**src/rtl/lsu_pkg.sv**
```systemverilog
// ---------------------------------------------------------------------------
// lsu_pkg
// Shared definitions for the load/store unit and the decode stage:
//   - lsu_state_t : transaction FSM states
//   - F3_*        : func3 width/sign encodings for loads and stores
//   - STRB_*      : base byte-strobe patterns, shifted into lane position
// ---------------------------------------------------------------------------
package lsu_pkg;

    typedef enum logic [1:0] {
        S_IDLE      = 2'b00,
        S_REQ       = 2'b01,
        S_WAIT_RESP = 2'b10,
        S_RESP      = 2'b11
    } lsu_state_t;

    localparam logic [2:0] F3_B  = 3'b000;
    localparam logic [2:0] F3_H  = 3'b001;
    localparam logic [2:0] F3_W  = 3'b010;
    localparam logic [2:0] F3_BU = 3'b100;
    localparam logic [2:0] F3_HU = 3'b101;

    localparam logic [3:0] STRB_B = 4'b0001;
    localparam logic [3:0] STRB_H = 4'b0011;
    localparam logic [3:0] STRB_W = 4'b1111;

endpackage

```
**src/rtl/lsu_align.sv**
```systemverilog
// ---------------------------------------------------------------------------
// lsu_align
// Purely combinational lane logic for the load/store unit.
// Ports:
//   i_func3       width/sign selector
//   i_is_store    1 = store (unsigned widths are illegal for stores)
//   i_addr_lo     byte offset within the word
//   i_wdata       right-justified store data
//   i_rdata       raw word returned by memory
//   o_wstrb       byte enables for the addressed lanes
//   o_wdata       store data replicated onto every lane
//   o_rdata       selected lane, sign- or zero-extended
//   o_misaligned  halfword/word access not naturally aligned
//   o_illegal     func3 encoding not valid for the operation
// ---------------------------------------------------------------------------
module lsu_align
    import lsu_pkg::*;
(
    input  logic [2:0]  i_func3,
    input  logic        i_is_store,
    input  logic [1:0]  i_addr_lo,
    input  logic [31:0] i_wdata,
    input  logic [31:0] i_rdata,
    output logic [3:0]  o_wstrb,
    output logic [31:0] o_wdata,
    output logic [31:0] o_rdata,
    output logic        o_misaligned,
    output logic        o_illegal
);

    logic [7:0]  w_byte;
    logic [15:0] w_half;

    // Pick the addressed byte and halfword out of the returned word
    always_comb begin
        w_byte = 8'h00;
        case (i_addr_lo)
            2'b00:   w_byte = i_rdata[7:0];
            2'b01:   w_byte = i_rdata[15:8];
            2'b10:   w_byte = i_rdata[23:16];
            2'b11:   w_byte = i_rdata[31:24];
            default: w_byte = 8'h00;
        endcase
        if (i_addr_lo[1]) begin
            w_half = i_rdata[31:16];
        end else begin
            w_half = i_rdata[15:0];
        end
    end

    // Strobes, lane-replicated store data and legality per width
    always_comb begin
        o_wstrb      = 4'b0000;
        o_wdata      = i_wdata;
        o_misaligned = 1'b0;
        o_illegal    = 1'b0;
        case (i_func3)
            F3_B, F3_BU: begin
                o_wstrb   = STRB_B << i_addr_lo;
                o_wdata   = {4{i_wdata[7:0]}};
                o_illegal = i_is_store && (i_func3 == F3_BU);
            end
            F3_H, F3_HU: begin
                o_wstrb      = STRB_H << i_addr_lo;
                o_wdata      = {2{i_wdata[15:0]}};
                o_misaligned = i_addr_lo[0];
                o_illegal    = i_is_store && (i_func3 == F3_HU);
            end
            F3_W: begin
                o_wstrb      = STRB_W;
                o_wdata      = i_wdata;
                o_misaligned = (i_addr_lo != 2'b00);
            end
            default: begin
                o_wstrb   = 4'b0000;
                o_illegal = 1'b1;
            end
        endcase
    end

    // Load data extension
    always_comb begin
        o_rdata = 32'h0000_0000;
        case (i_func3)
            F3_B:    o_rdata = {{24{w_byte[7]}}, w_byte};
            F3_BU:   o_rdata = {24'h00_0000, w_byte};
            F3_H:    o_rdata = {{16{w_half[15]}}, w_half};
            F3_HU:   o_rdata = {16'h0000, w_half};
            F3_W:    o_rdata = i_rdata;
            default: o_rdata = 32'h0000_0000;
        endcase
    end

endmodule

```
**src/rtl/load_store_unit.sv**
```systemverilog
// ---------------------------------------------------------------------------
// load_store_unit
// Single-outstanding load/store engine between execute and data memory.
// Accepts one operation in IDLE, issues a req/gnt handshake, waits for
// rvalid on loads (with optional timeout) and reports via a one-cycle done.
// Ports:
//   clk, rst             clock, synchronous active-high reset
//   req_valid            execute presents an operation (taken when ready)
//   mem_read, mem_write  operation type from decode
//   func3, addr, wdata   width/sign, byte address, right-justified data
//   ready                high only while idle
//   done, err            completion pulse and its error flag
//   rdata                extended load data, held until the next load
//   dmem_req/we/addr/wstrb/wdata   memory request side
//   dmem_gnt, dmem_rvalid, dmem_rdata  memory response side
// ---------------------------------------------------------------------------
module load_store_unit
    import lsu_pkg::*;
#(
    parameter int TIMEOUT_CYCLES = 255,
    parameter int CNT_W          = 8
) (
    input  logic        clk,
    input  logic        rst,
    input  logic        req_valid,
    input  logic        mem_read,
    input  logic        mem_write,
    input  logic [2:0]  func3,
    input  logic [31:0] addr,
    input  logic [31:0] wdata,
    output logic        ready,
    output logic        done,
    output logic        err,
    output logic [31:0] rdata,
    output logic        dmem_req,
    output logic        dmem_we,
    output logic [31:0] dmem_addr,
    output logic [3:0]  dmem_wstrb,
    output logic [31:0] dmem_wdata,
    input  logic        dmem_gnt,
    input  logic        dmem_rvalid,
    input  logic [31:0] dmem_rdata
);

    localparam logic [CNT_W:0] TIMEOUT_L  = (CNT_W+1)'(TIMEOUT_CYCLES);
    localparam bit             TIMEOUT_EN = (TIMEOUT_CYCLES != 32'sd0);

    lsu_state_t        r_state;
    lsu_state_t        w_state_nxt;

    logic [2:0]        r_func3;
    logic [1:0]        r_addr_lo;
    logic [CNT_W-1:0]  r_cnt;
    logic [CNT_W:0]    w_cnt_inc;

    logic              r_ready;
    logic              r_done;
    logic              r_err;
    logic [31:0]       r_rdata;
    logic              r_dmem_req;
    logic              r_dmem_we;
    logic [31:0]       r_dmem_addr;
    logic [3:0]        r_dmem_wstrb;
    logic [31:0]       r_dmem_wdata;

    logic              w_idle;
    logic              w_accept;
    logic              w_bad;
    logic              w_timeout;
    logic              w_ready_nxt;
    logic              w_done_nxt;
    logic              w_req_nxt;
    logic              w_err_nxt;
    logic              w_rdata_cap;

    logic [2:0]        w_al_func3;
    logic [1:0]        w_al_addr_lo;
    logic              w_al_is_store;
    logic [3:0]        w_al_wstrb;
    logic [31:0]       w_al_wdata;
    logic [31:0]       w_al_rdata;
    logic              w_al_misaligned;
    logic              w_al_illegal;

    assign w_idle = (r_state == S_IDLE);
    // Both read and write set is still taken, so it can be answered with err;
    // neither set is simply not a memory operation.
    assign w_accept  = req_valid && w_idle && (mem_read || mem_write);
    assign w_bad     = w_al_illegal || w_al_misaligned || (mem_read && mem_write);
    assign w_cnt_inc = {1'b0, r_cnt} + {{CNT_W{1'b0}}, 1'b1};
    assign w_timeout = TIMEOUT_EN && (w_cnt_inc == TIMEOUT_L);

    // Lane logic sees the live request while idle and the latched one later
    always_comb begin
        if (w_idle) begin
            w_al_func3    = func3;
            w_al_addr_lo  = addr[1:0];
            w_al_is_store = mem_write;
        end else begin
            w_al_func3    = r_func3;
            w_al_addr_lo  = r_addr_lo;
            w_al_is_store = r_dmem_we;
        end
    end

    lsu_align u_align (
        .i_func3      (w_al_func3),
        .i_is_store   (w_al_is_store),
        .i_addr_lo    (w_al_addr_lo),
        .i_wdata      (wdata),
        .i_rdata      (dmem_rdata),
        .o_wstrb      (w_al_wstrb),
        .o_wdata      (w_al_wdata),
        .o_rdata      (w_al_rdata),
        .o_misaligned (w_al_misaligned),
        .o_illegal    (w_al_illegal)
    );

    // FSM state register
    always_ff @(posedge clk) begin
        if (rst) begin
            r_state <= S_IDLE;
        end else begin
            r_state <= w_state_nxt;
        end
    end

    // FSM next-state logic
    always_comb begin
        w_state_nxt = r_state;
        case (r_state)
            S_IDLE: begin
                if (w_accept) begin
                    w_state_nxt = w_bad ? S_RESP : S_REQ;
                end else begin
                    w_state_nxt = S_IDLE;
                end
            end
            S_REQ: begin
                if (dmem_gnt) begin
                    w_state_nxt = r_dmem_we ? S_RESP : S_WAIT_RESP;
                end else begin
                    w_state_nxt = S_REQ;
                end
            end
            S_WAIT_RESP: begin
                if (dmem_rvalid || w_timeout) begin
                    w_state_nxt = S_RESP;
                end else begin
                    w_state_nxt = S_WAIT_RESP;
                end
            end
            S_RESP:  w_state_nxt = S_IDLE;
            default: w_state_nxt = S_IDLE;
        endcase
    end

    // FSM output logic, decoded from the next state so outputs are registered
    always_comb begin
        w_ready_nxt = 1'b0;
        w_done_nxt  = 1'b0;
        w_req_nxt   = 1'b0;
        w_err_nxt   = 1'b0;
        case (w_state_nxt)
            S_IDLE:      w_ready_nxt = 1'b1;
            S_REQ:       w_req_nxt   = 1'b1;
            S_WAIT_RESP: w_req_nxt   = 1'b0;
            S_RESP:      w_done_nxt  = 1'b1;
            default:     w_ready_nxt = 1'b0;
        endcase
        // err is only meaningful alongside done; a store grant is never an error
        if (w_state_nxt == S_RESP) begin
            case (r_state)
                S_IDLE:      w_err_nxt = w_bad;
                S_WAIT_RESP: w_err_nxt = !dmem_rvalid;
                default:     w_err_nxt = 1'b0;
            endcase
        end else begin
            w_err_nxt = 1'b0;
        end
        if ((r_state == S_WAIT_RESP) && dmem_rvalid) begin
            w_rdata_cap = 1'b1;
        end else begin
            w_rdata_cap = 1'b0;
        end
    end

    // Registered handshake/status outputs and captured load data
    always_ff @(posedge clk) begin
        if (rst) begin
            r_ready    <= 1'b1;
            r_done     <= 1'b0;
            r_err      <= 1'b0;
            r_dmem_req <= 1'b0;
            r_rdata    <= 32'h0000_0000;
        end else begin
            r_ready    <= w_ready_nxt;
            r_done     <= w_done_nxt;
            r_err      <= w_err_nxt;
            r_dmem_req <= w_req_nxt;
            if (w_rdata_cap) begin
                r_rdata <= w_al_rdata;
            end
        end
    end

    // Request latch: memory-side fields stay frozen from accept until grant
    always_ff @(posedge clk) begin
        if (rst) begin
            r_func3      <= 3'b000;
            r_addr_lo    <= 2'b00;
            r_dmem_we    <= 1'b0;
            r_dmem_addr  <= 32'h0000_0000;
            r_dmem_wstrb <= 4'b0000;
            r_dmem_wdata <= 32'h0000_0000;
        end else if (w_accept) begin
            r_func3      <= func3;
            r_addr_lo    <= addr[1:0];
            r_dmem_we    <= mem_write;
            r_dmem_addr  <= {addr[31:2], 2'b00};
            r_dmem_wstrb <= w_al_wstrb;
            r_dmem_wdata <= w_al_wdata;
        end
    end

    // Response timeout counter: cleared on load grant, counts idle WAIT_RESP cycles
    always_ff @(posedge clk) begin
        if (rst) begin
            r_cnt <= {CNT_W{1'b0}};
        end else if ((r_state == S_REQ) && dmem_gnt) begin
            r_cnt <= {CNT_W{1'b0}};
        end else if ((r_state == S_WAIT_RESP) && !dmem_rvalid) begin
            r_cnt <= w_cnt_inc[CNT_W-1:0];
        end
    end

    assign ready      = r_ready;
    assign done       = r_done;
    assign err        = r_err;
    assign rdata      = r_rdata;
    assign dmem_req   = r_dmem_req;
    assign dmem_we    = r_dmem_we;
    assign dmem_addr  = r_dmem_addr;
    assign dmem_wstrb = r_dmem_wstrb;
    assign dmem_wdata = r_dmem_wdata;

endmodule

```
**config.mk**
```make
export PLATFORM = sky130hd
export DESIGN_NAME = load_store_unit
export DESIGN_NICKNAME = d
export VERILOG_FILES = /design/src/rtl/lsu_pkg.sv /design/src/rtl/lsu_align.sv /design/src/rtl/load_store_unit.sv
export SDC_FILE = /design/constraint.sdc
export NUM_CORES = 1
export LEC_CHECK = 0
export CAP_MARGIN = 10
export CORE_MARGIN = 3
export CORE_UTILIZATION = 47
export CTS_CLUSTER_DIAMETER = 100
export DETAILED_ROUTE_END_ITERATION = 8
export PLACE_DENSITY = 0.92
export SYNTH_ARGS = -nofsm -noshare
export SYNTH_HDL_FRONTEND = slang
export SYNTH_SLANG_ARGS = --single-unit
```
**constraint.sdc**
```tcl
create_clock -name clk -period 3.8 [get_ports clk]
set_clock_uncertainty 0.15 [all_clocks]
set_input_delay 0.38 -clock clk [delete_from_list [all_inputs] [get_ports clk]]
set_output_delay 0.38 -clock clk [all_outputs]
set_load 0.03 [all_outputs]
```
======== After elaboration in Yosys (flattened, before gate mapping) ========
Cells that the tools add are included.
word-level totals
  output and inout port bits .............. 105
  bits in registers ....................... 118
  bits of input ports ..................... 106
  logic and storage cells ................. 73
operators by class
  add/sub/neg operators ................... 1
  reductions and logical operators ........ 22
  multiplexer cells ....................... 21
  eq/ne operators ......................... 13
  shifts and indexed selects .............. 2
  bitwise gates (word level) .............. 1
operators by type and width
  kind                                                                number
  32-bit case mux with 5 select lines                                 1
  32-bit case mux with 2 select lines                                 1
  8-bit case mux with 4 select lines                                  1
  16-bit two-way mux                                                  1
  4-bit case mux with 3 select lines                                  1
  2-bit == test (second input constant)                               5
  8-bit by 1-bit adder with 9-bit output (second input constant)      1
  9-bit by 8-bit == test with 1-bit output (second input constant)    1
  1-bit logical AND                                                   8
  2-bit two-way mux                                                   4
  2-bit case mux with 4 select lines                                  1
  2-bit OR reduction                                                  4
  1-bit two-way mux                                                   7
  2-bit by 1-bit == test with 1-bit output (second input constant)    3
  3-bit == test (second input constant)                               2
  2-bit zero test                                                     3
  1-bit logical OR                                                    4
  1-bit case mux with 2 select lines                                  2
  1-bit by 2-bit left shift with 4-bit output (first input constant)  1
  2-bit by 2-bit left shift with 4-bit output (first input constant)  1
  3-bit by 1-bit == test with 1-bit output (second input constant)    1
  3-bit by 2-bit == test with 1-bit output (second input constant)    1
  3-bit zero test                                                     1
  3-bit two-way mux                                                   1
  4 further kinds                                                     4

======== Logic depth before layout (Yosys ltp) ========
Gate-level depths: netlist of the first run.
  word-level depth ........................ 13
  depth in mapped cells ................... 7
  depth with buffers taken out ............ 6

======== By module ========
A second synthesis of the first run with hierarchy kept.
unflattened totals
  cells, all modules ...................... 730
  area total of the unflattened synthesis .. 5865.6 sq um
modules (own cells, without submodules)
  module           instances  sequential area each (sq um)  cells an instance  area each (sq um)
  load_store_unit  1          2362.3                        541                4486.8
  lsu_align        1          0.0                           189                1378.8

======== Worst setup path after synthesis of the first run ========
No wires, ideal clock.
  path type ............................... input -> register
  start point ............................. input func3[0]
  end point ............................... register r_rdata[15], in the netlist rdata[15]
  setup time .............................. 0.103 ns
  buffers on the path ..................... 1
  arrival time ............................ 1.821 ns
  stages on the path ...................... 6
  required time ........................... 3.547 ns
  setup slack ............................. 1.725 ns
  path through ............................ or4_4 o31a_4 buf_6 a211oi_4 o21ai_2 a2111oi_2
on the way
  word-level cells in the longest chain between the ends .. 3
  elaborated cells between the ends (all ways) .. 7
  classes of those cells .................. eq/ne (4); mux (2); reduce/logical (1)
RTL lines
  element                                                           line                    text
  from (decl)                                                       load_store_unit.sv:28   input logic [2:0] func3,
  3-bit two-way mux (*)                                             load_store_unit.sv:95   if (w_idle) begin
  3-bit by 2-bit == test with 1-bit output (tied with other cells)  lsu_align.sv:84         case (i_func3)
  32-bit case mux with 5 select lines (*)                           lsu_align.sv:84
  to (signal assigned)                                              load_store_unit.sv:202  r_rdata <= w_al_rdata;
  to (decl)                                                         load_store_unit.sv:59   logic [31:0] r_rdata;
Mark *: on every way between the ends. The rest lies on a longest branch, timed or not.
A chain may end at the register's enable or synchronous reset.

======== Worst setup path in the final report of the first run ========
  start point ............................. register r_state[1]
  end point ............................... register r_rdata[26], in the netlist rdata[26]
on the way
  word-level cells in the longest chain between the ends .. 5
  elaborated cells between the ends (all ways) .. 18
  classes of those cells .................. eq/ne (8); mux (6); reduce/logical (4)
RTL lines
  element                                line                    text
  from (decl)                            load_store_unit.sv:48   lsu_state_t r_state;
  from (signal assigned)                 load_store_unit.sv:124  r_state <= w_state_nxt;
  2-bit zero test                        load_store_unit.sv:85   assign w_idle = (r_state == S_IDLE);
  2-bit two-way mux                      load_store_unit.sv:95
  2-bit == test (tied with other cells)  lsu_align.sv:37         case (i_addr_lo)
  8-bit case mux with 4 select lines     lsu_align.sv:37
  32-bit case mux with 5 select lines    lsu_align.sv:84
Several ways; a longest one is shown, not always the timed one.

==> impl_metrics.ini, run 1 <==
[status]
status = complete, no violations

[synth]
synth_area_leaders = dfxtp_1, nand2_1, a21oi_1
async_flop_share = 0
yosysSeqAreaShare = 0.448
synth_top_family_by_area = compound AO/OA/AOI/OAI gates
synth_edf_count = 0
synth-seq-cells = 118
yosys_warnings = 0
synth_top_area_cell = dfxtp_1
avgSynthCellArea_um2 = 8.28
synth_cell_types = 63
netlist_area_um2 = 5270
synth_cells = 636
ys.flop_type = dfxtp_1
synth_compound_area_frac = 0.255
yosys.area_share.adder = 0.00475
synth_top_area_share = 0.448
synth-simple-area-share = 0.211
synthXorXnorAreaFrac = 0.0166
synthMuxAreaShare = 0.0209

[detailed_routing]
avgRoutedWirePerCell_um = 18.1
routed_wl_mm = 17.8
drc = 0
firstDrtPassIters = 7
vias = 5732
viasPerCell = 5.84
drt_iter0_drc = 645
postRouteAntennaNets = 0

[clock_tree]
cts_buffer_depth = 2
cts-root-buf = clkbuf_8
post_cts_resized = 0
h-tree-depth = 4
postCtsSetupBuffers = 0
cts_tree = yes
clock-sinks = 118
cts_hold_buffers = 0
clkTransAtPathRegs_ns = 0.06
cts_buffers = 17
clk_latency_ns = 0.52

[final_layout]
final_cell_mix = clkdlybuf4s50_1, nand2_1, dfxtp_1
drive_gt1_frac = 0.0785
instances_no_fill = 981
antennaDiodeCount = 0
final_nets = 936
syn_to_final_growth_pct = 53.5
fillers = 794
stdcell_area_um2 = 8080
final_common_cell = clkdlybuf4s50_1

[critical_path]
rr_endpoint = rdata[26]$_SDFFE_PP0P_
reg2reg_slack_ns = 0.56
cp.arrival_ns = 3.41
r2r_cells = 5
startpoint_type = flop
cpMaxStageDelayCell = o311ai_2
worstReg2RegStart = r_state[1]$_SDFF_PP0_
required_ns = 3.98
cp_top_family = compound AO/OA/AOI/OAI gates
cp-end-kind = flop
slowest_delay_ns = 0.93
crit_buf_inv = 0
crit_path_max_fanout = 17
path_cells = nor2_2, mux2i_1, a211oi_4, o311ai_2, o21ai_0
crit_type = flop to flop
crit_cells = 5

[floorplanning]
die_w_um = 112
fp.coreArea_um2 = 10900
die_h_um = 112
start_util = 0.484
die_area_um2 = 12500
io_pins = 211
floorplan.rows = 38

[sta]
relSlewSlack = 0.301
fmax_mhz = 309
setup-tns-final_ns = 0
finalSetupViolCount = 0
rsz0062_at_grt = false
period_needed_ns = 3.24
maxSlewViolCount = 0
worstMarginPinSlew_ns = 1.05
hold_violations = 0
final.period_utilization = 0.851

[min_path]
hold_path_depth = 2
min_from = rst
min_to = dmem_wstrb[3]$_SDFFE_PP0P_
hold_class = input pin to flop

[global_routing]
globalRouteOverflowTotal = 0
grt_pass1_vias = 5737
antenna_found_initial = 0
grtUsageTotal = 0.279
grt_max_degree = 74
grt_pass1_wl_mm = 28.6

[flow_run]
maxCapViolations = 0

[placed_design]
hpwlAfterDp_mm = 12.2
dp_cells = 948
numPortBuffers = 208
placed_area_um2 = 7400
gp_congestion = 0.874

[power]
peakVddDrop_v = 0.000293
p_per_area_nw_per_um2 = 547
p_leak_nw = 2.91
power_mw = 4.43
## registers in the layout, summed over array words and instances (netlist names)
signal and count:
done 1, r_state 2, dmem_req 1, dmem_wstrb 4, dmem_addr 30, dmem_we 1, r_cnt 8, r_addr_lo 2
dmem_wdata 32, rdata 32, err 1, ready 1, r_func3 3
## how the worst max path moves through the flow
stage | start | end | slack (ns)
after global placement | addr[1] | rdata[17]$_SDFFE_PP0P_ | 0.81
after CTS | r_state[1]$_SDFF_PP0_ | rdata[27]$_SDFFE_PP0P_ | 0.63
after global routing | r_state[1]$_SDFF_PP0_ | rdata[26]$_SDFFE_PP0P_ | 0.32
after floorplan | func3[0] | rdata[15]$_SDFFE_PP0P_ | 1.73
after detailed placement | r_state[1]$_SDFF_PP0_ | rdata[26]$_SDFFE_PP0P_ | 0.67
final | r_state[1]$_SDFF_PP0_ | rdata[26]$_SDFFE_PP0P_ | 0.56
## per-stage QoR
stage | utilization | worst slack [ns] | hold WS (ns)
after floorplan | - | 1.73 | 0.309
after CTS | 0.742 | 0.634 | 0.143
after detailed placement | 0.679 | 0.670 | 0.300
after global placement | 0.679 | 0.811 | 0.292
final | 0.742 | 0.565 | 0.177
after global routing | 0.742 | 0.317 | 0.200
## final cells by class
cell class | count | area, um^2 | share of cell area
Timing Repair Buffer | 218 | 2150 | 0.267
Sequential cell | 118 | 2360 | 0.292
Clock inverter | 11 | 220 | 0.0272
Tap cell | 140 | 175 | 0.0217
Inverter | 5 | 18.8 | 0.00232
Clock buffer | 21 | 459 | 0.0568
Multi-Input combinational cell | 468 | 2690 | 0.333
## cell usage after synthesis, types with 4 or more instances
cell / count
a221oi_1: 8
buf_1: 6
nand3_1: 6
nand4_1: 5
dfxtp_1: 118
a211oi_1: 15
nand2b_1: 4
and2_1: 16
a21oi_1: 52
clkbuf_1: 24
a31oi_1: 17
inv_1: 5
nand2_1: 147
a222oi_1: 15
nor3_1: 6
xor2_1: 8
buf_2: 12
a311oi_1: 16
a22oi_1: 9
o21ai_0: 27
nor2_1: 51
mux2_2: 8
o211ai_1: 4
## layer usage
layer / global-route usage / wire (um) / vias up / part of all wire
li1: - / - / 2668 / -
met1: 0.341 / 7070 / 2723 / 0.40
met2: 0.466 / 8760 / 301 / 0.49
met3: 0.0783 / 1550 / 40 / 0.087
met4: 0.109 / 387 / 0 / 0.022
met5: 0 / 0 / - / 0
## cells by family after synthesis
family	count (synthesis)
AOI/OAI and AO/OA	191
xor gates and xnor gates	10
adders and majority gates	2
buffers and inverters	51
DFF	118
muxes	10
other	1
and+or+nand+nor	253
## where the power goes
| part | internal [mW] | switching, mW |
|---|---|---|
| clock | 1.25 | 0.577 |
| sequential | 1.35 | 0.0749 |
| combinational | 0.471 | 0.704 |
(Power assumes the default switching activity.)
==> inputs of run 2 (changes only) <==
- SLEW_MARGIN: unset -> 20
==> run 2 against run 1 <==
  * Count of clock-buffer cells in the layout unchanged
  * Sequential cell count is the same
  * Global-route usage is 0.80 points lower
  * Largest cell class unchanged
  * Die area is the same
==> impl_metrics.ini, run 2 (same netlist as run 1, synthesis figures left out) <==
[power]
power_mw = 4.20
p_leak_nw = 2.88
peakVddDrop_v = 0.000321
p_per_area_nw_per_um2 = 524

[clock_tree]
cts_tree = yes
h-tree-depth = 4
clk_latency_ns = 0.50
cts_buffer_depth = 2
postCtsSetupBuffers = 0
clkTransAtPathRegs_ns = 0.06
clock-sinks = 118
cts_hold_buffers = 0
post_cts_resized = 0
cts-root-buf = clkbuf_8
cts_buffers = 17

[critical_path]
crit_path_max_fanout = 17
crit_top_cell = o21ai_0
slowest_delay_ns = 0.89
cpMaxStageDelayCell = o311ai_2
reg2reg_slack_ns = 0.46
rr_endpoint = rdata[27]$_SDFFE_PP0P_
r2r_cells = 5
required_ns = 3.95
cp_top_family = compound AO/OA/AOI/OAI gates
startpoint_type = flop
worstReg2RegStart = r_state[1]$_SDFF_PP0_
cp-end-kind = flop
crit_type = flop to flop
cp.arrival_ns = 3.49
crit_buf_inv = 0
path_cells = nor2_2, o21ai_0, a21boi_0, o311ai_2, o21ai_0

[detailed_routing]
postRouteAntennaNets = 0
firstDrtPassIters = 7
vias = 5710
drc = 0
routed_wl_mm = 17.3
avgRoutedWirePerCell_um = 17.7
viasPerCell = 5.83
drt_iter0_drc = 642

[global_routing]
grt_pass1_wl_mm = 28.2
antenna_found_initial = 0
grt_max_degree = 74
globalRouteOverflowTotal = 0
grt_pass1_vias = 5747
grtUsageTotal = 0.271

[final_layout]
final_nets = 935
final_common_cell = clkdlybuf4s50_1
syn_to_final_growth_pct = 51.9
antennaDiodeCount = 0
fillers = 822
drive_gt1_frac = 0.0762
finish.utilization = 0.735
final_cell_mix = clkdlybuf4s50_1, nand2_1, dfxtp_1
multiInputGateArea_um2 = 2700
regArea_um2 = 2360

[floorplanning]
die_area_um2 = 12500
fp.coreArea_um2 = 10900
floorplan.rows = 38
die_w_um = 112
io_pins = 211
die_h_um = 112
start_util = 0.484

[min_path]
hold_class = input pin to flop
min_to = dmem_wstrb[3]$_SDFFE_PP0P_
min_from = rst
hold_path_depth = 2

[sta]
worstMarginPinSlew_ns = 1.06
maxSlewViolCount = 0
fmax_mhz = 299
period_needed_ns = 3.34
final.period_utilization = 0.879
relSlewSlack = 0.293
setup-tns-final_ns = 0
finalSetupViolCount = 0
rsz0062_at_grt = false
hold_violations = 0
hold_ws_ns = 0.194

[placed_design]
hpwlAfterDp_mm = 12.3
gp_congestion = 0.874
numPortBuffers = 208

[flow_run]
maxCapViolations = 0

[status]
status = complete, no violations
-- run 2: cell count changes in the layout (fill, tap and decap cells not counted), sizes merged --
cell / before / now
clkinv: 2 / 7
clkinvlp: 3 / 0
buf: 11 / 10
inv: 5 / 6
bufinv: 6 / 3
-- run 2: worst max-delay path by stage --
stage                          startpoint                      to  slack [ns]  cells after the start
detailed placement  r_state[1]$_SDFF_PP0_  rdata[26]$_SDFFE_PP0P_        0.60                      5
CTS                 r_state[1]$_SDFF_PP0_  rdata[29]$_SDFFE_PP0P_        0.55                      5
floorplan                        func3[0]  rdata[15]$_SDFFE_PP0P_        1.73                      6
global route        r_state[1]$_SDFF_PP0_  rdata[27]$_SDFFE_PP0P_        0.26                      5
global placement                  addr[1]  rdata[17]$_SDFFE_PP0P_        0.81                      6
finish              r_state[1]$_SDFF_PP0_  rdata[27]$_SDFFE_PP0P_        0.46                      5
-- run 2: layout make-up --
type / count / share of cell area
Clock buffer: 21 / 0.0561
Clock inverter: 11 / 0.0186
Inverter: 5 / 0.00234
Multi-Input combinational cell: 468 / 0.338
Sequential cell: 118 / 0.295
Tap cell: 140 / 0.0219
Timing Repair Buffer: 217 / 0.268
-- run 2: power breakdown --
| group | switching (mW) | leakage [nW] | internal (mW) |
|---|---|---|---|
| clock | 0.571 | 0.296 | 1.04 |
| sequential | 0.0755 | 0.963 | 1.35 |
| combinational | 0.696 | 1.62 | 0.469 |
-- run 2: per-layer routing --
layer | part of all wire | global-route usage | up-vias
li1 | - | - | 2670
met1 | 0.39 | 0.325 | 2700
met2 | 0.49 | 0.475 | 300
met3 | 0.090 | 0.0723 | 40
met4 | 0.022 | 0.0803 | 0
met5 | 0 | 0 | -
-- run 2: worst register-to-register path: stages, from the launching register on --
cell      delay (ns)
dfxtp_1         0.47
nor2_2          0.63
o21ai_0         0.46
a21boi_0        0.27
o311ai_2        0.89
o21ai_0         0.29
-- run 2: metrics by stage --
| stage | worst slack [ns] | cell area, um^2 | cells |
|---|---|---|---|
| global route | 0.262 | 8000 | 980 |
| detailed placement | 0.601 | 7410 | 948 |
| floorplan | 1.73 | 5270 | 637 |
| CTS | 0.550 | 8000 | 980 |
| global placement | 0.811 | 7400 | 948 |
| finish | 0.459 | 8000 | 980 |
